===== config.mk =====
export PLATFORM = sky130hd
export DESIGN_NAME = alu_result_fifo
export DESIGN_NICKNAME = d
export VERILOG_FILES = /design/src/rtl/alu_pkg.sv /design/src/rtl/alu_flag_gen.sv /design/src/rtl/alu_result_fifo.sv
export SDC_FILE = /design/constraint.sdc
export NUM_CORES = 1
export LEC_CHECK = 0
export ABC_CLOCK_PERIOD_IN_PS = 5900
export CAP_MARGIN = 5
export CORE_ASPECT_RATIO = 0.8
export CORE_MARGIN = 1
export CORE_UTILIZATION = 55
export CTS_CLUSTER_DIAMETER = 80
export DETAILED_ROUTE_END_ITERATION = 16
export PLACE_DENSITY = 0.82
export SLEW_MARGIN = 40
export SYNTH_ARGS = -nofsm -noshare
export SYNTH_HDL_FRONTEND = slang
export SYNTH_SLANG_ARGS = --single-unit

===== constraint.sdc =====
create_clock -name clk -period 5.9 [get_ports clk]
set_input_delay 1.18 -clock clk [delete_from_list [all_inputs] [get_ports clk]]
set_output_delay 1.18 -clock clk [all_outputs]
set_load 0.01 [all_outputs]

===== src/rtl/alu_pkg.sv =====
// Shared ALU definitions: function codes, status flag bit positions and the
// result+flags entry type used by the capture FIFO and the TRISC status logic.
package alu_pkg;

    localparam logic [1:0] OP_ADD = 2'b00;
    localparam logic [1:0] OP_SUB = 2'b01;
    localparam logic [1:0] OP_AND = 2'b10;
    localparam logic [1:0] OP_XOR = 2'b11;

    localparam int FLAG_N = 3;
    localparam int FLAG_Z = 2;
    localparam int FLAG_C = 1;
    localparam int FLAG_V = 0;

    localparam int ALU_DW = 4;

    typedef struct packed {
        logic [ALU_DW-1:0] r;
        logic [3:0]        flags;
    } alu_entry_t;

    function automatic logic is_logic_op(input logic [1:0] op);
        return (op == OP_AND) || (op == OP_XOR);
    endfunction

endpackage


===== src/rtl/alu_flag_gen.sv =====
// Combinational N/Z/C/V derivation from an ALU result and the op that made it.
module alu_flag_gen
    import alu_pkg::*;
#(
    parameter int DW = 4
) (
    input  logic [DW-1:0] r,
    input  logic          cout,
    input  logic          ovr,
    input  logic [1:0]    op,
    output logic [3:0]    flags
);

    // Logic ops have no meaningful carry or overflow, so those bits are forced low.
    always_comb begin
        flags         = '0;
        flags[FLAG_N] = r[DW-1];
        flags[FLAG_Z] = (r == '0);
        flags[FLAG_C] = is_logic_op(op) ? 1'b0 : cout;
        flags[FLAG_V] = is_logic_op(op) ? 1'b0 : ovr;
    end

endmodule


===== src/rtl/alu_result_fifo.sv =====
// Capture FIFO for ALU results with status flags, valid/ready on both sides.
// Define ALU_RESULT_FIFO_BYPASS_EN for a zero-latency path when the FIFO is empty.
module alu_result_fifo
    import alu_pkg::*;
#(
    parameter int DEPTH = 4,
    parameter int DW    = 4
) (
    input  logic                     clk,
    input  logic                     rst_n,
    input  logic                     clr,
    input  logic                     in_valid,
    output logic                     in_ready,
    input  logic [DW-1:0]            in_r,
    input  logic                     in_cout,
    input  logic                     in_ovr,
    input  logic [1:0]               in_op,
    output logic                     out_valid,
    input  logic                     out_ready,
    output logic [DW-1:0]            out_r,
    output logic [3:0]               out_flags,
    output logic [$clog2(DEPTH):0]   count,
    output logic                     err_push_full
);

    localparam int PW = $clog2(DEPTH);
    localparam int CW = PW + 1;

    logic [DW-1:0] r_mem [DEPTH];
    logic [3:0]    f_mem [DEPTH];
    logic [PW-1:0] wr_ptr;
    logic [PW-1:0] rd_ptr;
    logic [3:0]    in_flags;
    logic          empty;
    logic          bypass;
    logic          push;
    logic          pop;

    alu_flag_gen #(.DW(DW)) u_flag_gen (
        .r     (in_r),
        .cout  (in_cout),
        .ovr   (in_ovr),
        .op    (in_op),
        .flags (in_flags)
    );

    assign empty    = (count == '0);
    assign in_ready = (count != CW'(DEPTH));

`ifdef ALU_RESULT_FIFO_BYPASS_EN
    assign bypass = empty && in_valid && out_ready;
`else
    assign bypass = 1'b0;
`endif

    assign push = in_valid && in_ready && !bypass;
    assign pop  = !empty && out_ready;

    // Outputs read as zero while empty so nothing stale leaks to the consumer.
    always_comb begin
        out_valid = 1'b0;
        out_r     = '0;
        out_flags = '0;
        if (!empty) begin
            out_valid = 1'b1;
            out_r     = r_mem[rd_ptr];
            out_flags = f_mem[rd_ptr];
        end else if (bypass) begin
            out_valid = 1'b1;
            out_r     = in_r;
            out_flags = in_flags;
        end
    end

    always_ff @(posedge clk) begin
        if (push && !clr) begin
            r_mem[wr_ptr] <= in_r;
            f_mem[wr_ptr] <= in_flags;
        end
    end

    always_ff @(posedge clk or negedge rst_n) begin
        if (!rst_n) begin
            wr_ptr        <= '0;
            rd_ptr        <= '0;
            count         <= '0;
            err_push_full <= 1'b0;
        end else if (clr) begin
            wr_ptr        <= '0;
            rd_ptr        <= '0;
            count         <= '0;
            err_push_full <= 1'b0;
        end else begin
            if (push) wr_ptr <= wr_ptr + PW'(1);
            if (pop)  rd_ptr <= rd_ptr + PW'(1);
            count <= count + CW'(push) - CW'(pop);
            if (in_valid && !in_ready) err_push_full <= 1'b1;
        end
    end

endmodule


### Word level (Yosys, flattened, before mapping)

Memories as Yosys holds them, arrays and structs flattened.
Index checks and enable logic that the tools add are counted.

| storage, ports and cells | value |
|---|---|
| register bits after elaboration | 8 |
| RAM bits | 32 |
| input port bits | 13 |
| output and inout port bits | 14 |
| logic and storage cells | 40 |
| memories | 2 |

Memories:

| name | depth | bits a word | rd ports | clocked after Yosys merged registers in | wr ports | line | text |
|---|---|---|---|---|---|---|---|
| f_mem | 4 | 4 | 1 | 0 | 1 | alu_result_fifo.sv:30 | `logic [3:0] f_mem [DEPTH];` |
| r_mem | 4 | 4 | 1 | 0 | 1 | alu_result_fifo.sv:29 | `logic [DW-1:0] r_mem [DEPTH];` |

| operators by class | value |
|---|---|
| add/sub/neg operators | 4 |
| eq/ne operators | 3 |
| multiplexer cells | 14 |
| reduce and logical (&&, ||, !) cells | 13 |

Operators with widths:

| cell | count |
|---|---|
| 2-to-1 mux 2 bit | 4 |
| 2-to-1 mux 4 bit | 2 |
| 2-to-1 mux 1 bit | 7 |
| nonzero test 2 bit | 3 |
| adder 2 x 1 -> 2 bit, second input constant | 2 |
| == test 2 bit, second input constant | 2 |
| logical AND 1 bit | 4 |
| zero test 4 bit | 1 |
| adder 3 x 1 -> 3 bit | 1 |
| zero test 1 bit | 3 |
| zero test 3 bit | 1 |
| 2-to-1 mux 3 bit | 1 |
| != test 3 bit, second input constant | 1 |
| subtractor 3 x 1 -> 3 bit | 1 |
| logical OR 1 bit | 1 |

### Longest topological paths before layout

Gate-level depths: netlist (run 1).

| depth | value |
|---|---|
| word-level depth | 5 |
| mapped depth | 9 |
| depth with buffers taken out | 9 |

### Modules after synthesis

Synthesis (run 1) repeated with hierarchy kept, for this count alone.

| unflattened totals | value |
|---|---|
| cells, all modules | 106 |
| area, all modules | 1742.9 um^2 |

By module, submodules not included:

| module | instances | cells each | area an instance (um^2) | seq. area each (um^2) |
|---|---|---|---|---|
| alu_result_fifo | 1 | 102 | 1710.4 | 1161.1 |
| alu_flag_gen | 1 | 4 | 32.5 | 0.0 |

### Worst setup path before layout (run 1)

No wires, ideal clock.

| timing | value |
|---|---|
| path kind | input port to flip-flop |
| start point | input port in_valid |
| end point | register count[2] |
| setup time | 86 ps |
| arrival | 2518 ps |
| data required time | 5814 ps |
| setup slack | 3296 ps |
| stages | 9 |
| buffers on the path | 0 |
| path through | inv_1 nor2_1 xnor2_1 ha_1 inv_1 fa_1 xor2_1 and2_1 nor3_1 |

| between the ends | value |
|---|---|
| longest elaborated chain between the ends | 4 |

RTL lines:

| item | line | text |
|---|---|---|
| start: declaration | alu_result_fifo.sv:12 | `input logic in_valid,` |
| logical AND 1 bit | alu_result_fifo.sv:56 | `assign push = in_valid && in_ready && !bypass;` |
| adder 3 x 1 -> 3 bit | alu_result_fifo.sv:96 | `count <= count + CW'(push) - CW'(pop);` |
| subtractor 3 x 1 -> 3 bit | alu_result_fifo.sv:96 |  |
| 2-to-1 mux 3 bit | alu_result_fifo.sv:88 | `end else if (clr) begin` |
| end signal: assignment | alu_result_fifo.sv:96 |  |
| end: declaration | alu_result_fifo.sv:22 | `output logic [$clog2(DEPTH):0] count,` |

Every way passes these cells.
A chain may end at the register's enable or synchronous reset.

### Worst setup path in the final report (run 1)

| timing | value |
|---|---|
| start point | register rd_ptr[0] |
| end point | output port out_flags[1] |

| between the ends | value |
|---|---|
| longest elaborated chain between the ends | 2 |

RTL lines:

| item | line | text |
|---|---|---|
| start: declaration | alu_result_fifo.sv:32 | `logic [PW-1:0] rd_ptr;` |
| start signal: assignment | alu_result_fifo.sv:95 | `if (pop) rd_ptr <= rd_ptr + PW'(1);` |
| memory read (4 x 4 bit) | - |  |
| 2-to-1 mux 4 bit | alu_result_fifo.sv:64 | `if (!empty) begin` |
| end: declaration | alu_result_fifo.sv:21 | `output logic [3:0] out_flags,` |

Every way passes these cells.

==> results by group, run 1 <==
Outcome
  • Status: finished, final reports clean

Floorplanning
  • Initial core utilization: 60.9%
  • Die Width: a little over 60 µm
  • Chip Height: ~50 µm
  • Num ports: 27
  • Die area: 0.00308 mm²
  • Row cnt: 16
  • Core ar.: 0.00258 mm²

Clock tree
  • Clock-pin transition on the worst setup and hold timing paths: 0.10 ns
  • TritonCTS buffer count: 5
  • CTS Root Cell: clkbuf_4
  • Clock tree from TritonCTS: yes
  • Clk Latency, worst-skew pair: around 0.32 ns
  • CTS Hold Buffers Added: 0
  • H-tree levels: 2
  • TritonCTS Sinks: 36
  • Bufs on Longest Clock Path: 2
  • Resize count post-CTS: 0
  • Postcts setup bufs: 0

Synth
  • Synthesized area: ~0.0016 mm²
  • Synth Flop Type: edfxtp_1
  • Post-synth EDFFs: 28
  • Mapped Nets: between 100 and 150
  • Yosys top cell by area: edfxtp_1
  • Async S/R FF share, synth: approximately 22%
  • Seq/Total Area, Yosys: 66.1%
  • Number of distinct library cells after synthesis: 23
  • Yosys Warn Count: 0
  • Mean post-synth cell area: around 16 µm²
  • FF+latch count, synth: 36
  • Synth top area cells: edfxtp_1, dfrtp_1, mux4_2
  • Cells after Synth: slightly below 100
  • Synth top area share: between 50 and 60%

Route
  • DRT iter0 DRCs: 32
  • Vias: approximately 900
  • Post-DRT Antenna Nets: 0
  • Drt first pass iters: 4
  • Wire length per cell: 16.1 µm
  • Remaining DRCs: 0
  • Via density: between 5 and 6
  • Routed WL: roughly 2600 µm

GRT
  • Gr ovfl total: 0
  • Initial antenna violation count: 0
  • Vias in the first global route: between 800 and 900
  • First-pass GRT wire length: between 4000 and 5000 µm
  • Largest net degree at the start of global routing: 11
  • Overall Global Routing Usage: around a fifth

Layout
  • Most frequent cells in the layout: edfxtp_1, clkdlybuf4s50_1, nor2b_1
  • Share of layout cells above drive strength 1: about an eighth
  • Area Overhead vs Synth: 21.1%
  • Fin nets: ~150
  • Commonest non-fill, non-tap cell in the layout: edfxtp_1
  • Register Area: between 0.001 and 0.0015 mm²
  • Multi-input gate area: 488 µm²
  • Fillers: approximately 170
  • N_diodes: 0
  • Post-layout util: 73.8%

STA
  • FMAX: 292 MHz
  • Crit path time final: roughly 3.4 ns
  • Slew @ Worst Pin: about 0.65 ns
  • Finish-stage setup viols: 0
  • Setup TNS: 0 ns
  • Hold_ws: 0.518 ns
  • Clk_skew: about 0.0074 ns
  • Fin. max-slew vios: 0
  • Final hold vios: 0
  • Relative max-transition margin: between 50 and 60%
  • RSZ-0062 raised after global routing: false
  • Crit share post-route: between 50% and 60%

Power
  • Leakage power: 0.680 nW
  • PwrDens: 415 mW/mm²
  • Pwr Total: between 0.0007 and 0.0008 W
  • Worst VDD drop: about 0.22 mV

Worst setup path
  • Critical Path RT: ~4.7 ns
  • Crit path DAT: 2.24 ns
  • Highest net fanout along the worst path: 9
  • Crit Path Class: reg2out
  • Startpoint type of the worst setup path: flop
  • CP endpoint kind: output pin

Hold path
  • Worst min-delay path category: reg2reg

Run
  • Max-cap violations: 0

Placed design
  • Gp weighted congestion: 0.794
  • Count of buffers from port buffering: 25
  • HPWL after detailed placement: 1940 µm
-- metal layers --
metal / up-vias / routed length (µm) / track usage (%)
li1: 420 / - / -
met1: 430 / 1280 / 31.0
met2: 32 / 1230 / 29.6
met3: 4 / 100 / 5.51
met4: 0 / 36 / 7.78
met5: - / 0 / 0
-- flip-flops by register name (all words and copies together) (netlist names) --
name and flops:
wr_ptr 2, count 3, err_push_full 1, r_mem 15, rd_ptr 2, f_mem 13
-- Yosys cell counts, types with 2 or more instances --
master    number
o31ai_1        2
nor2_1         6
ha_1           5
and2_1         5
buf_4          2
mux4_2         7
clkbuf_1       2
a21oi_1        3
nor3_1         2
inv_1          6
nor2b_1       10
or3_1          2
edfxtp_1      28
dfrtp_1        8
xor2_1         2
o21ai_0        2
-- layout make-up --
| type | count | share of cell area (%) |
|---|---|---|
| sequential | 36 | 54.6 |
| multi-input combinational | 53 | 25.6 |
| timing repair buffer | 25 | 13.1 |
| clock buffer | 8 | 3.09 |
| tap | 36 | 2.36 |
| inverter | 6 | 1.18 |
-- critical path: stages (launching register included) --
cell and delay (ns):
dfrtp_1 0.69, mux4_2 0.56, nor2b_1 0.15, clkdlybuf4s50_1 0.52
-- final timing paths --
| path | startpoint | end | slack [ns] | cells after the start |
|---|---|---|---|---|
| worst min register to register | err_push_full$_DFFE_PN0P_ | err_push_full$_DFFE_PN0P_ | 0.52 | 2 |
| worst min-delay path | err_push_full$_DFFE_PN0P_ | err_push_full$_DFFE_PN0P_ | 0.52 | 2 |
| worst max register to register | count[1]$_DFF_PN0_ | count[2]$_DFF_PN0_ | 3.47 | 8 |
| min in group asynchronous | rst_n | rd_ptr[1]$_DFFE_PN0P_ | 1.12 | 1 |
| worst max-delay path | rd_ptr[0]$_DFFE_PN0P_ | out_flags[1] | 2.48 | 3 |
| max in group asynchronous | rst_n | wr_ptr[0]$_DFFE_PN0P_ | 4.53 | 1 |
-- per-stage QoR --
stage,worst slack [ns],instance area (µm²),std cells
6_report,2.48,1910,164
5_1_grt,2.33,1910,164
4_1_cts,2.44,1910,164
3_5_place_dp,2.63,1850,156
3_3_place_gp,2.69,1850,156
2_1_floorplan,3.30,1570,99
-- logic make-up (layout without fill, tap and decap cells) --
group,Yosys count,in the layout,share of synthesized area (%)
DFF,36,36,66.1
and+or+nand+nor,30,30,11.5
buffers and inverters,10,39,2.86
AOI/OAI and AO/OA,7,7,2.54
muxes,7,7,10.0
adders and majority gates,6,6,5.25
xor gates and xnor gates,3,3,1.67
-- where the power goes --
part / total [W] / switching (W) / leakage, nW / internal, W
clock network: 0.000132 / 0.0000734 / 0.0326 / 0.0000588
logic: 0.000314 / 0.000136 / 0.284 / 0.000178
registers: 0.000344 / 0.0000418 / 0.364 / 0.000302
total: 0.000790 / 0.000251 / 0.680 / 0.000539
(Power assumes the default switching activity.)
==> run 2: changes to the inputs <==
--- a/config.mk
+++ b/config.mk
@@ -5,14 +5,14 @@
 export SDC_FILE = /design/constraint.sdc
 export NUM_CORES = 1
 export LEC_CHECK = 0
-export ABC_CLOCK_PERIOD_IN_PS = 5900
+export ABC_CLOCK_PERIOD_IN_PS = 2890
 export CAP_MARGIN = 5
 export CORE_ASPECT_RATIO = 0.8
 export CORE_MARGIN = 1
-export CORE_UTILIZATION = 55
+export CORE_UTILIZATION = 46
 export CTS_CLUSTER_DIAMETER = 80
 export DETAILED_ROUTE_END_ITERATION = 16
-export PLACE_DENSITY = 0.82
+export PLACE_DENSITY = 0.74
 export SLEW_MARGIN = 40
 export SYNTH_ARGS = -nofsm -noshare
 export SYNTH_HDL_FRONTEND = slang
==> constraint.sdc (replaced) <==
create_clock -name clk -period 2.89 [get_ports clk]
set_input_delay 0.578 -clock clk [delete_from_list [all_inputs] [get_ports clk]]
set_output_delay 0.578 -clock clk [all_outputs]
set_load 0.01 [all_outputs]
==> results by group, run 2 (synthesized netlist as in run 1, its figures left out) <==
Route
  • Wire length per cell: 15.3 µm (-4.8%)
  • DRT iter0 DRCs: 59 (+84%)
  • Post-DRT Antenna Nets: 0 (unchanged)
  • Drt first pass iters: 4 (unchanged)
  • Via density: 5.12 (-5.3%)
  • Remaining DRCs: 0 (unchanged)
  • Routed WL: 2610 µm (-1.3%)
  • Vias: 870 (-1.8%)

Worst setup path
  • CP max-delay cell: dfrtp_1
  • Critical Path RT: 2.31 ns (-2.41 ns)
  • Crit Path Class: reg2out
  • Reg-to-reg slack, setup: 0.60 ns (-2.87 ns)
  • Crit path DAT: 2.14 ns (-0.10 ns)
  • CP endpoint kind: output pin
  • Worst-path cell chain: mux4_2, nor2b_1, clkdlybuf4s50_1
  • Slowest stage delay, CP: 0.64 ns (-0.05 ns)
  • CP top delay family: flip-flops
  • Buf+Inv Stages, Crit Path: 1 (unchanged)
  • Startpoint type of the worst setup path: flop
  • Highest net fanout along the worst path: 8 (-1)

Placed design
  • Gp weighted congestion: 0.700 (-12%)
  • Count of buffers from port buffering: 25 (unchanged)
  • HPWL after detailed placement: 1850 µm (-4.3%)

Clock tree
  • CTS Hold Buffers Added: 0 (unchanged)
  • Clock-pin transition on the worst setup and hold timing paths: 0.07 ns (-0.03 ns)
  • Bufs on Longest Clock Path: 2 (unchanged)
  • TritonCTS buffer count: 5 (unchanged)
  • Resize count post-CTS: 0 (unchanged)
  • Postcts setup bufs: 0 (unchanged)
  • CTS Root Cell: clkbuf_8
  • TritonCTS Sinks: 36 (unchanged)
  • H-tree levels: 2 (unchanged)
  • Clock tree from TritonCTS: yes
  • Clk Latency, worst-skew pair: 0.29 ns (-0.03 ns)

GRT
  • Largest net degree at the start of global routing: 11 (unchanged)
  • First-pass GRT wire length: 4080 µm (-5.1%)
  • Gr ovfl total: 0 (unchanged)
  • Vias in the first global route: 854 (-0.58%)
  • Overall Global Routing Usage: 17.4% (-3.5 points)
  • Initial antenna violation count: 0 (unchanged)

STA
  • Crit share post-route: 94.1%
  • Finish-stage setup viols: 0 (unchanged)
  • Fin. max-slew vios: 0 (unchanged)
  • Crit path time final: 2.72 ns
  • Relative max-transition margin: 57.8% (+1.5 points)
  • Clk_skew: 0.00335 ns (-0.00402 ns)
  • FMAX: between 300 and 400 MHz
  • Setup TNS: 0 ns (unchanged)
  • RSZ-0062 raised after global routing: false
  • Hold_ws: 0.504 ns (-0.0142 ns)
  • Final hold vios: 0 (unchanged)
  • Slew @ Worst Pin: 0.629 ns (-0.0206 ns)

Floorplanning
  • Initial core utilization: 49.6% (-11 points)
  • Die Width: 67.4 µm (+9.0%)
  • Chip Height: 54.3 µm (+9.0%)
  • Num ports: 27 (unchanged)
  • Core ar.: 0.00318 mm² (+23%)
  • Die area: 0.00366 mm² (+19%)
  • Row cnt: 18 (+2)

Power
  • PwrDens: 873 mW/mm² (+110%)
  • Worst VDD drop: 0.440 mV (+100%)
  • Leakage power: 0.703 nW (+3.4%)

Layout
  • Fillers: 250 (+48%)
  • Commonest non-fill, non-tap cell in the layout: edfxtp_1
  • Multi-input gate area: 488 µm² (unchanged)
  • Area Overhead vs Synth: 24.3%
  • N_diodes: 0 (unchanged)
  • Largest reg by FF count: r_mem
  • Most frequent cells in the layout: edfxtp_1, clkdlybuf4s50_1, nor2b_1
  • Biggest registers after layout: r_mem x15, f_mem x13, count x3
  • Max reg flops: 15 (unchanged)
  • Post-layout util: 61.6% (-12 points)
  • Register Area: 0.00104 mm² (unchanged)
  • Share of layout cells above drive strength 1: 13.1% (+1.4 points)
  • Fin nets: 148 (+1.4%)

Hold path
  • Worst min-delay path category: reg2reg

Outcome
  • Status: finished, final reports clean

Run
  • Max-cap violations: 0 (unchanged)
## run 2: cell count changes in the layout (fill, tap and decap cells not counted), sizes merged
cell	delta
buf	+2
## run 2: layout make-up
type                       instances  share of cell area, %
sequential                        36                   53.2
multi-input combinational         53                   24.9
timing repair buffer              27                   13.6
clock buffer                       8                   4.60
tap                               40                   2.56
inverter                           6                   1.15
## run 2: routing by layer
layer  share of wire, %  vias to the layer above  GRT usage [%]
li1                   -                      419              -
met1                 48                      420           22.5
met2                 45                       24           25.5
met3                5.1                        7           5.21
met4                2.6                        0           11.7
met5                  0                        -              0
## run 2: worst paths after layout
kind | start | to | depth (start not counted)
worst max register to register | count[1]$_DFF_PN0_ | count[2]$_DFF_PN0_ | 9
min in group asynchronous | rst_n | wr_ptr[0]$_DFFE_PN0P_ | 1
worst min register to register | err_push_full$_DFFE_PN0P_ | err_push_full$_DFFE_PN0P_ | 2
max in group asynchronous | rst_n | rd_ptr[0]$_DFFE_PN0P_ | 1
worst max-delay path | rd_ptr[0]$_DFFE_PN0P_ | out_r[3] | 3
worst min-delay path | err_push_full$_DFFE_PN0P_ | err_push_full$_DFFE_PN0P_ | 2
## run 2: stage by stage
stage	area (µm²)	worst slack, ns	std cells	power (W)
floorplan	1570	0.749	99	0.00106
global placement	1870	0.352	162	0.00135
detailed placement	1870	0.322	162	0.00137
CTS	1960	0.113	170	0.00172
global route	1960	0.0147	170	0.00182
finish	1960	0.171	170	0.00171
## run 2: power breakdown
group	switching (W)	internal, W	total (W)
registers	0.0000797	0.000617	0.000697
logic	0.000269	0.000378	0.000647
clock network	0.000169	0.000194	0.000363
total	0.000518	0.00119	0.00171
## run 2: tightest hold or removal path, cell delays in order, from the launching register on
cell and delay (ns):
dfrtp_1 0.35, a21oi_1 0.04, nor2_1 0.07
